===== src/rtl/fpu_result_stage.sv =====
//------------------------------------------------------------------------------
// fpu_result_stage : registered writeback stage for the add/sub unit, with a
// 2-entry skid buffer, IEEE-754 class tagging, sticky flags and retire counter.
// Revision: 1.0
//------------------------------------------------------------------------------
`default_nettype none

module fpu_result_stage #(
   parameter int CNT_W = 16
) (
   input  logic             clk,
   input  logic             rst,
   input  logic             in_valid,
   output logic             in_ready,
   input  logic [63:0]      in_result,
   input  logic             in_invalid,
   input  logic             in_op,
   output logic             out_valid,
   input  logic             out_ready,
   output logic [63:0]      out_result,
   output logic             out_invalid,
   output logic             out_op,
   output logic [4:0]       out_class,
   output logic [3:0]       sticky_flags,
   output logic [CNT_W-1:0] op_count,
   input  logic             clear_stats
);

   typedef enum logic [1:0] {
      EMPTY = 2'd0,
      ONE   = 2'd1,
      FULL  = 2'd2
   } state_t;

   localparam logic [CNT_W-1:0] CNT_MAX = {CNT_W{1'b1}};

   // Entry layout: {result[63:0], invalid, op, class[4:0]}
   state_t             state_q, state_d;
   logic [70:0]        main_q, main_d;
   logic [70:0]        skid_q, skid_d;
   logic               in_ready_q;
   logic [3:0]         flags_q, flags_d;
   logic [CNT_W-1:0]   cnt_q, cnt_d;
   logic [70:0]        in_ent;
   logic               accept;
   logic               retire;

   function automatic logic [4:0] classify(input logic [63:0] w);
      logic [10:0] e;
      logic        f_nz;
      e    = w[62:52];
      f_nz = |w[51:0];
      if (e == 11'h7FF)  classify = f_nz ? 5'b10000 : 5'b01000;
      else if (e == '0)  classify = f_nz ? 5'b00010 : 5'b00100;
      else               classify = 5'b00001;
   endfunction

   assign in_ent = {in_result, in_invalid, in_op, classify(in_result)};
   assign accept = in_valid & in_ready_q;
   assign retire = (state_q != EMPTY) & out_ready;

   always_comb begin
      state_d = state_q;
      main_d  = main_q;
      skid_d  = skid_q;
      case (state_q)
         EMPTY: begin
            if (accept) begin
               main_d  = in_ent;
               state_d = ONE;
            end
         end
         ONE: begin
            if (accept && retire) begin
               main_d = in_ent;
            end else if (accept) begin
               skid_d  = in_ent;
               state_d = FULL;
            end else if (retire) begin
               state_d = EMPTY;
            end
         end
         FULL: begin
            if (retire) begin
               main_d  = skid_q;
               state_d = ONE;
            end
         end
         default: state_d = EMPTY;
      endcase
   end

   // Clear happens first so a same-cycle retire still contributes.
   always_comb begin
      flags_d = clear_stats ? 4'b0000 : flags_q;
      cnt_d   = clear_stats ? '0 : cnt_q;
      if (retire) begin
         flags_d = flags_d | {main_q[6], main_q[4], main_q[3], main_q[1]};
         if (cnt_d != CNT_MAX) cnt_d = cnt_d + 1'b1;
      end
   end

   always_ff @(posedge clk) begin
      if (rst) begin
         state_q    <= EMPTY;
         main_q     <= '0;
         skid_q     <= '0;
         in_ready_q <= 1'b1;
         flags_q    <= 4'b0000;
         cnt_q      <= '0;
      end else begin
         state_q    <= state_d;
         main_q     <= main_d;
         skid_q     <= skid_d;
         in_ready_q <= (state_d != FULL);
         flags_q    <= flags_d;
         cnt_q      <= cnt_d;
      end
   end

   assign in_ready     = in_ready_q;
   assign out_valid    = (state_q != EMPTY);
   assign out_result   = main_q[70:7];
   assign out_invalid  = main_q[6];
   assign out_op       = main_q[5];
   assign out_class    = main_q[4:0];
   assign sticky_flags = flags_q;
   assign op_count     = cnt_q;

endmodule

`default_nettype wire


===== config.mk =====
export PLATFORM = sky130hd
export DESIGN_NAME = fpu_result_stage
export DESIGN_NICKNAME = d
export VERILOG_FILES = /design/src/rtl/fpu_result_stage.sv
export SDC_FILE = /design/constraint.sdc
export NUM_CORES = 1
export LEC_CHECK = 0
export CORE_UTILIZATION = 39
export CTS_BUF_LIST = sky130_fd_sc_hd__clkbuf_4 sky130_fd_sc_hd__clkbuf_8
export CTS_CLUSTER_DIAMETER = 150
export CTS_CLUSTER_SIZE = 16
export DETAILED_ROUTE_END_ITERATION = 8
export HOLD_SLACK_MARGIN = 0.06
export MAX_ROUTING_LAYER = met4
export PLACE_DENSITY = 0.69
export SLEW_MARGIN = 20
export SYNTH_ARGS = -nofsm -noshare
export SYNTH_HDL_FRONTEND = slang
export SYNTH_SLANG_ARGS = --single-unit

===== constraint.sdc =====
create_clock -name clk -period 5.2 [get_ports clk]
set_input_delay 0.78 -clock clk [delete_from_list [all_inputs] [get_ports clk]]
set_output_delay 0.78 -clock clk [all_outputs]
set_load 0.02 [all_outputs]

; ---- After elaboration in Yosys (flattened, before gate mapping)
; Index checks and enable logic that the tools add are counted.
[op_classes]
n_addsub = 1
eq_ne = 8
n_mux = 19
bitwise = 4
n_reduce_logical = 8
[ops]
columns = op, count
row1 = $mux 71, 3
row2 = $pmux 71 s3, 1
row3 = $reduce_or 52->1, 1
row4 = $mux 16, 3
row5 = $add 16x1->16 const B, 1
row6 = $ne 16x16->1 const B, 1
row7 = $eq 11x11->1 const B, 1
row8 = $logic_not 11->1, 1
row9 = $mux 2, 5
row10 = $mux 5, 2
row11 = $mux 4, 2
row12 = $ne 2x2->1 const B, 4
row13 = $mux 3, 2
row14 = $pmux 2 s3, 1
row15 = $or 4x4->4, 1
row16 = $reduce_and 4->1, 1
row17 = $reduce_and 3->1, 1
row18 = $reduce_bool 3->1, 1
row19 = $and 1x1->1, 2
row20 = $eq 2x1->1 const B, 1
row21 = $eq 2x2->1 const B, 1
row22 = $logic_not 2->1, 1
row23 = $reduce_bool 2->1, 1
row24 = $logic_and 1x1->1, 1
row25 = $not 1->1, 1
[word_totals]
regBits = 165
inputBits = 71
out_inout_bits = 93
wordCells = 46

; ---- Depth between registers and ports, before layout
[depth]
ltp_word = 7
ltp_mapped = 8
mapped_depth_nobuf = 6

; ---- Worst setup path before layout
; OpenSTA, ideal clock, no wires.
[synth_timing]
path_kind = input -> register
start = in clear_stats
end = reg cnt_q[0] (netlist: op_count[0])
setup_ns = 0.121
arrival_time_ns = 2.574
required_ns = 5.079
slack_ns = 2.506
cell_stages = 8
path_buffers = 2
cell_sequence = clkbuf_1 > clkbuf_1 > nor2b_1 > ha_1 > and3_1 > and4_1 > a21oi_1 > mux2_2
[synth_via]
elab_chain_cells = 4
elab_cells_between_ends = 5
classes_between = add/sub (1) / eq/ne (1) / mux (3)
[synth_lines]
columns = element, line
row1 = start: declaration, 26  ; input logic clear_stats
row2 = $mux 16 (*), 96  ; cnt_d = clear_stats ? '0 : cnt_q;
row3 = $add 16x1->16 or $ne 16x16->1 (tied branches), 99  ; if (cnt_d != CNT_MAX) cnt_d = cnt_d + 1'b1;
row4 = $mux 16, 99
row5 = $mux 16 (*), 97  ; if (retire) begin
row6 = end signal: assignment, 117  ; cnt_q <= cnt_d;
row7 = end: declaration, 43  ; logic [CNT_W-1:0] cnt_q, cnt_d;
; Every way passes the cells marked *; elsewhere a longest branch is shown, timed or not.
; A chain may end at the register's enable or synchronous reset.

; ---- Worst setup path after layout
[layout_timing]
start = in in_result[0]
end = reg main_q[4]
[layout_via]
elab_chain_cells = 5
elab_cells_between_ends = 6
classes_between = mux (5) / reduce/logical (1)
[layout_lines]
columns = element, line
row1 = start: declaration, 15  ; input logic [63:0] in_result,
row2 = $reduce_or 52->1 (*), 52  ; f_nz = |w[51:0];
row3 = $mux 5 (*) (2 in series), 53  ; if (e == 11'h7FF) classify = f_nz ? 5'b10000 : 5'b01000;
row4 = "$mux 71, on equally long branches", "74, 68"
row5 = $pmux 71 s3 (*), 66  ; case (state_q)
row6 = end signal: assignment, 113  ; main_q <= main_d;
row7 = end: declaration, 39  ; logic [70:0] main_q, main_d;
; Every way passes the cells marked *; elsewhere a longest branch is shown, timed or not. The select of a mux whose other input is x is not followed.

==> flow_summary.toml <==
[die]
die_h_um = 136.4
start_util = 0.4032
core_sq_um = 17480
die_width_um = 136.4
fp.dieArea_sq_um = 18610
std_cell_rows = 48
pin_count = 164

[setup_path]
slowest_delay_ns = 0.85
crit_path_end_kind = "register"
crit_path_frequent_cell = "nor4_1"
cp_slowest_cell = "nor4_1"
path_depth = 5
reg2reg_depth = 4
r2r_setup_slack_ns = 2.57
worstSetupPathType = "in -> reg"
r2r-end = "main_q[36]"
endpoint = "main_q[4]"
crit_chain = "clkdlybuf4s50_1 > nor4_1 > nand4_1 > nor4_1 > o22ai_1"
path_buf_inv = 1
arrival_ns = 3.33
rr_startpoint = "state_q[1]"
startpoint = "in_result[0]"
path_max_fanout = 4
required_ns = 5.49
crit_path_start_kind = "input port"
cpLargestDelayFamily = "simple AND/OR/NAND/NOR gates"

[final_layout]
layout.area.seq_sq_um = 3303
multi_input_area_sq_um = 3379
nFillCells = 1710
n_antenna_cell = 0
drive_gt1_frac = 0.05692
finish.utilization = 0.5198
finalNetCount = 1078
finalInstanceArea_sq_um = 9085
syn2layout_area_growth_pct = 28.92

[sta]
period_share = 0.5854
worst_pin_slew_ns = 0.9151
finalSetupTns_ns = 0
slew_violations = 0
fmax_ghz = 0.3285
fin_worst_skew_ns = 0.01607
worst_hold_slack_ns = 0.4570
slew_headroom = 0.3843
hold_viol = 0
rsz0062_at_grt = "no"
fin_crit_ns = 3.044
setup_viol = 0

[clocking]
cts-buffers-inserted = 17
post_cts_buffers = 0
cts-resized-gates = 0
cts_root_buffer = "clkbuf_8"
htree_levels = 4
clock_path_buffers = 2
clock-sinks = 165
cts_tree = "built"
clk_pin_slew_ns = 0.09
clock_latency_ns = 0.45
cts_hold_buffers = 0

[detailed_routing]
post_drt_wl_per_cell_um = 15.38
drt-total-wl_um = 19130
detail-route-antenna-nets = 0
dr.pass1.iters = 5
vias = 6680
viasPerCell = 5.370
route.detailed.drc = 0
initialDrtViolationCount = 455

[synthesis]
synth-simple-area-share = 0.2713
synth_fa_ha_area_frac = 0.001776
synth_cell_types = 56
synth_flop_cell = "dfxtp_1"
syn_avg_cell_area_sq_um = 7.944
ys_ff_latch = 165
yosys_warnings = 0
synthMuxAreaShare = 0.01616
synth_edf_count = 0
synth_top_family_by_area = "simple AND/OR/NAND/NOR gates"
syn_nets = 959
synth-xor-area-share = 0
synth-compound-area-share = 0.1866
syn-cell-area_sq_um = 7047
yosysSeqAreaShare = 0.4688
synthCells = 887
synth-async-reset-ratio = 0

[place]
hpwl_um = 12240
io_buffers = 163
finalWeightedCongestion = 0.8818
place_area_sq_um = 8692

[status]
status = "completed"

[global_routing]
antenna_found_initial = 0
track_usage = 0.2167
overflow = 0
grt_pass1_wl_um = 30990
grt_max_degree = 97
grt_pass1_vias = 6271

[worst_hold_path]
holdCritPathClass = "reg -> reg"

[power_and_ir_drop]
ir_worst_vdd_mv = 0.1531
power.density_nw_per_um2 = 304.2
p_leak_nw = 3.193

[job]
drv_cap = 0
-- worst reg2reg max path, cell delays in order, from the launching register on --
cell      delay (ns)
dfxtp_1         0.68
nor2b_4         0.83
buf_4           0.59
nand2_1         0.13
a311oi_1        0.31
-- cells in the final DEF (no fill, tap or decap), types with 7 or more instances in the layout --
| cell type | count |
|---|---|
| a21oi_1 | 81 |
| a311oi_1 | 67 |
| and3_1 | 9 |
| buf_4 | 7 |
| clkbuf_8 | 18 |
| clkdlybuf4s50_1 | 162 |
| dfxtp_1 | 165 |
| inv_1 | 8 |
| mux2i_1 | 8 |
| nand2_1 | 277 |
| nand3_1 | 12 |
| nand4_1 | 8 |
| nor2_1 | 76 |
| nor2b_1 | 8 |
| nor4_1 | 17 |
| or3_1 | 7 |
-- layer usage --
| layer | GRT usage | vias up | routed length (um) |
|---|---|---|---|
| li1 | - | 3336 | - |
| met1 | 0.2661 | 3137 | 8575 |
| met2 | 0.3429 | 181 | 9023 |
| met3 | 0.04959 | 26 | 1125 |
| met4 | 0.08519 | 0 | 406 |
| met5 | - | - | 0 |
-- sequential cells by signal, indices dropped and copies added (netlist names) --
signal,flops
in_ready,1
main_q,71
op_count,16
skid_q,71
state_q,2
sticky_flags,4
-- synthesized netlist by cell type (2+ instances only) --
| cell type | count | area share |
|---|---|---|
| a2111o_1 | 2 | 0.0032 |
| a211o_1 | 2 | 0.0025 |
| a211oi_1 | 3 | 0.0032 |
| a21oi_1 | 81 | 0.058 |
| a22oi_1 | 4 | 0.0043 |
| a311oi_1 | 67 | 0.083 |
| and2_1 | 3 | 0.0027 |
| and3_1 | 9 | 0.0080 |
| and4_1 | 2 | 0.0025 |
| buf_2 | 30 | 0.021 |
| buf_4 | 3 | 0.0032 |
| buf_6 | 6 | 0.0096 |
| clkbuf_1 | 31 | 0.017 |
| dfxtp_1 | 165 | 0.47 |
| inv_1 | 8 | 0.0043 |
| mux2_2 | 2 | 0.0032 |
| mux2i_1 | 8 | 0.011 |
| nand2_1 | 277 | 0.15 |
| nand3_1 | 12 | 0.0085 |
| nand4_1 | 8 | 0.0071 |
| nand4b_1 | 3 | 0.0037 |
| nor2_1 | 76 | 0.040 |
| nor2b_1 | 9 | 0.0080 |
| nor3_1 | 6 | 0.0043 |
| nor3_2 | 2 | 0.0028 |
| nor4_1 | 17 | 0.015 |
| o211ai_1 | 5 | 0.0053 |
| o21a_1 | 2 | 0.0021 |
| o21ai_0 | 5 | 0.0036 |
| o22ai_1 | 4 | 0.0036 |
| o2bb2ai_1 | 2 | 0.0025 |
| or2_2 | 2 | 0.0018 |
| or3_1 | 8 | 0.0071 |
-- metrics by stage --
| stage | setup WS (ns) | std cells | power, mW |
|---|---|---|---|
| 6_report | 2.156 | 1244 | 2.764 |
| 3_3_place_gp | 1.639 | 1212 | 1.868 |
| 2_1_floorplan | 2.506 | 887 | 1.653 |
| 4_1_cts | 2.130 | 1244 | 2.794 |
| 3_5_place_dp | 1.643 | 1212 | 1.873 |
| 5_1_grt | 2.043 | 1244 | 2.891 |
-- worst min-delay path by stage --
stage	start	end	cells after the start
after CTS	skid_q[17]	skid_q[17]	2
after detailed placement	skid_q[17]	skid_q[17]	2
after global routing	skid_q[54]	skid_q[54]	2
after global placement	skid_q[33]	skid_q[33]	2
after floorplan	skid_q[3]	skid_q[3]	1
final	skid_q[36]	skid_q[36]	2
-- logic make-up (layout without fill, tap and decap cells) --
family,count (synthesis),in the layout
simple gates,442,442
mux,11,11
flops,165,165
buf+inv,79,211
compound gates,189,189
fa+ha+maj,1,1
-- power by group --
| group | internal [mW] | switching (mW) | leakage [nW] |
|---|---|---|---|
| Combinational | 0.209 | 0.256 | 1.64 |
| Clock | 0.450 | 0.473 | 0.200 |
| Sequential | 1.33 | 0.0420 | 1.35 |
| Total | 1.99 | 0.771 | 3.19 |
-- layout make-up --
cell class	count	area share
clock buffer	20	0.02892
clock inverter	12	0.01432
inverter	9	0.003718
multi-input combinational	643	0.3720
sequential	165	0.3636
tap	225	0.03099
timing repair buffer	170	0.1865
Power figures use the tool's default switching activity.
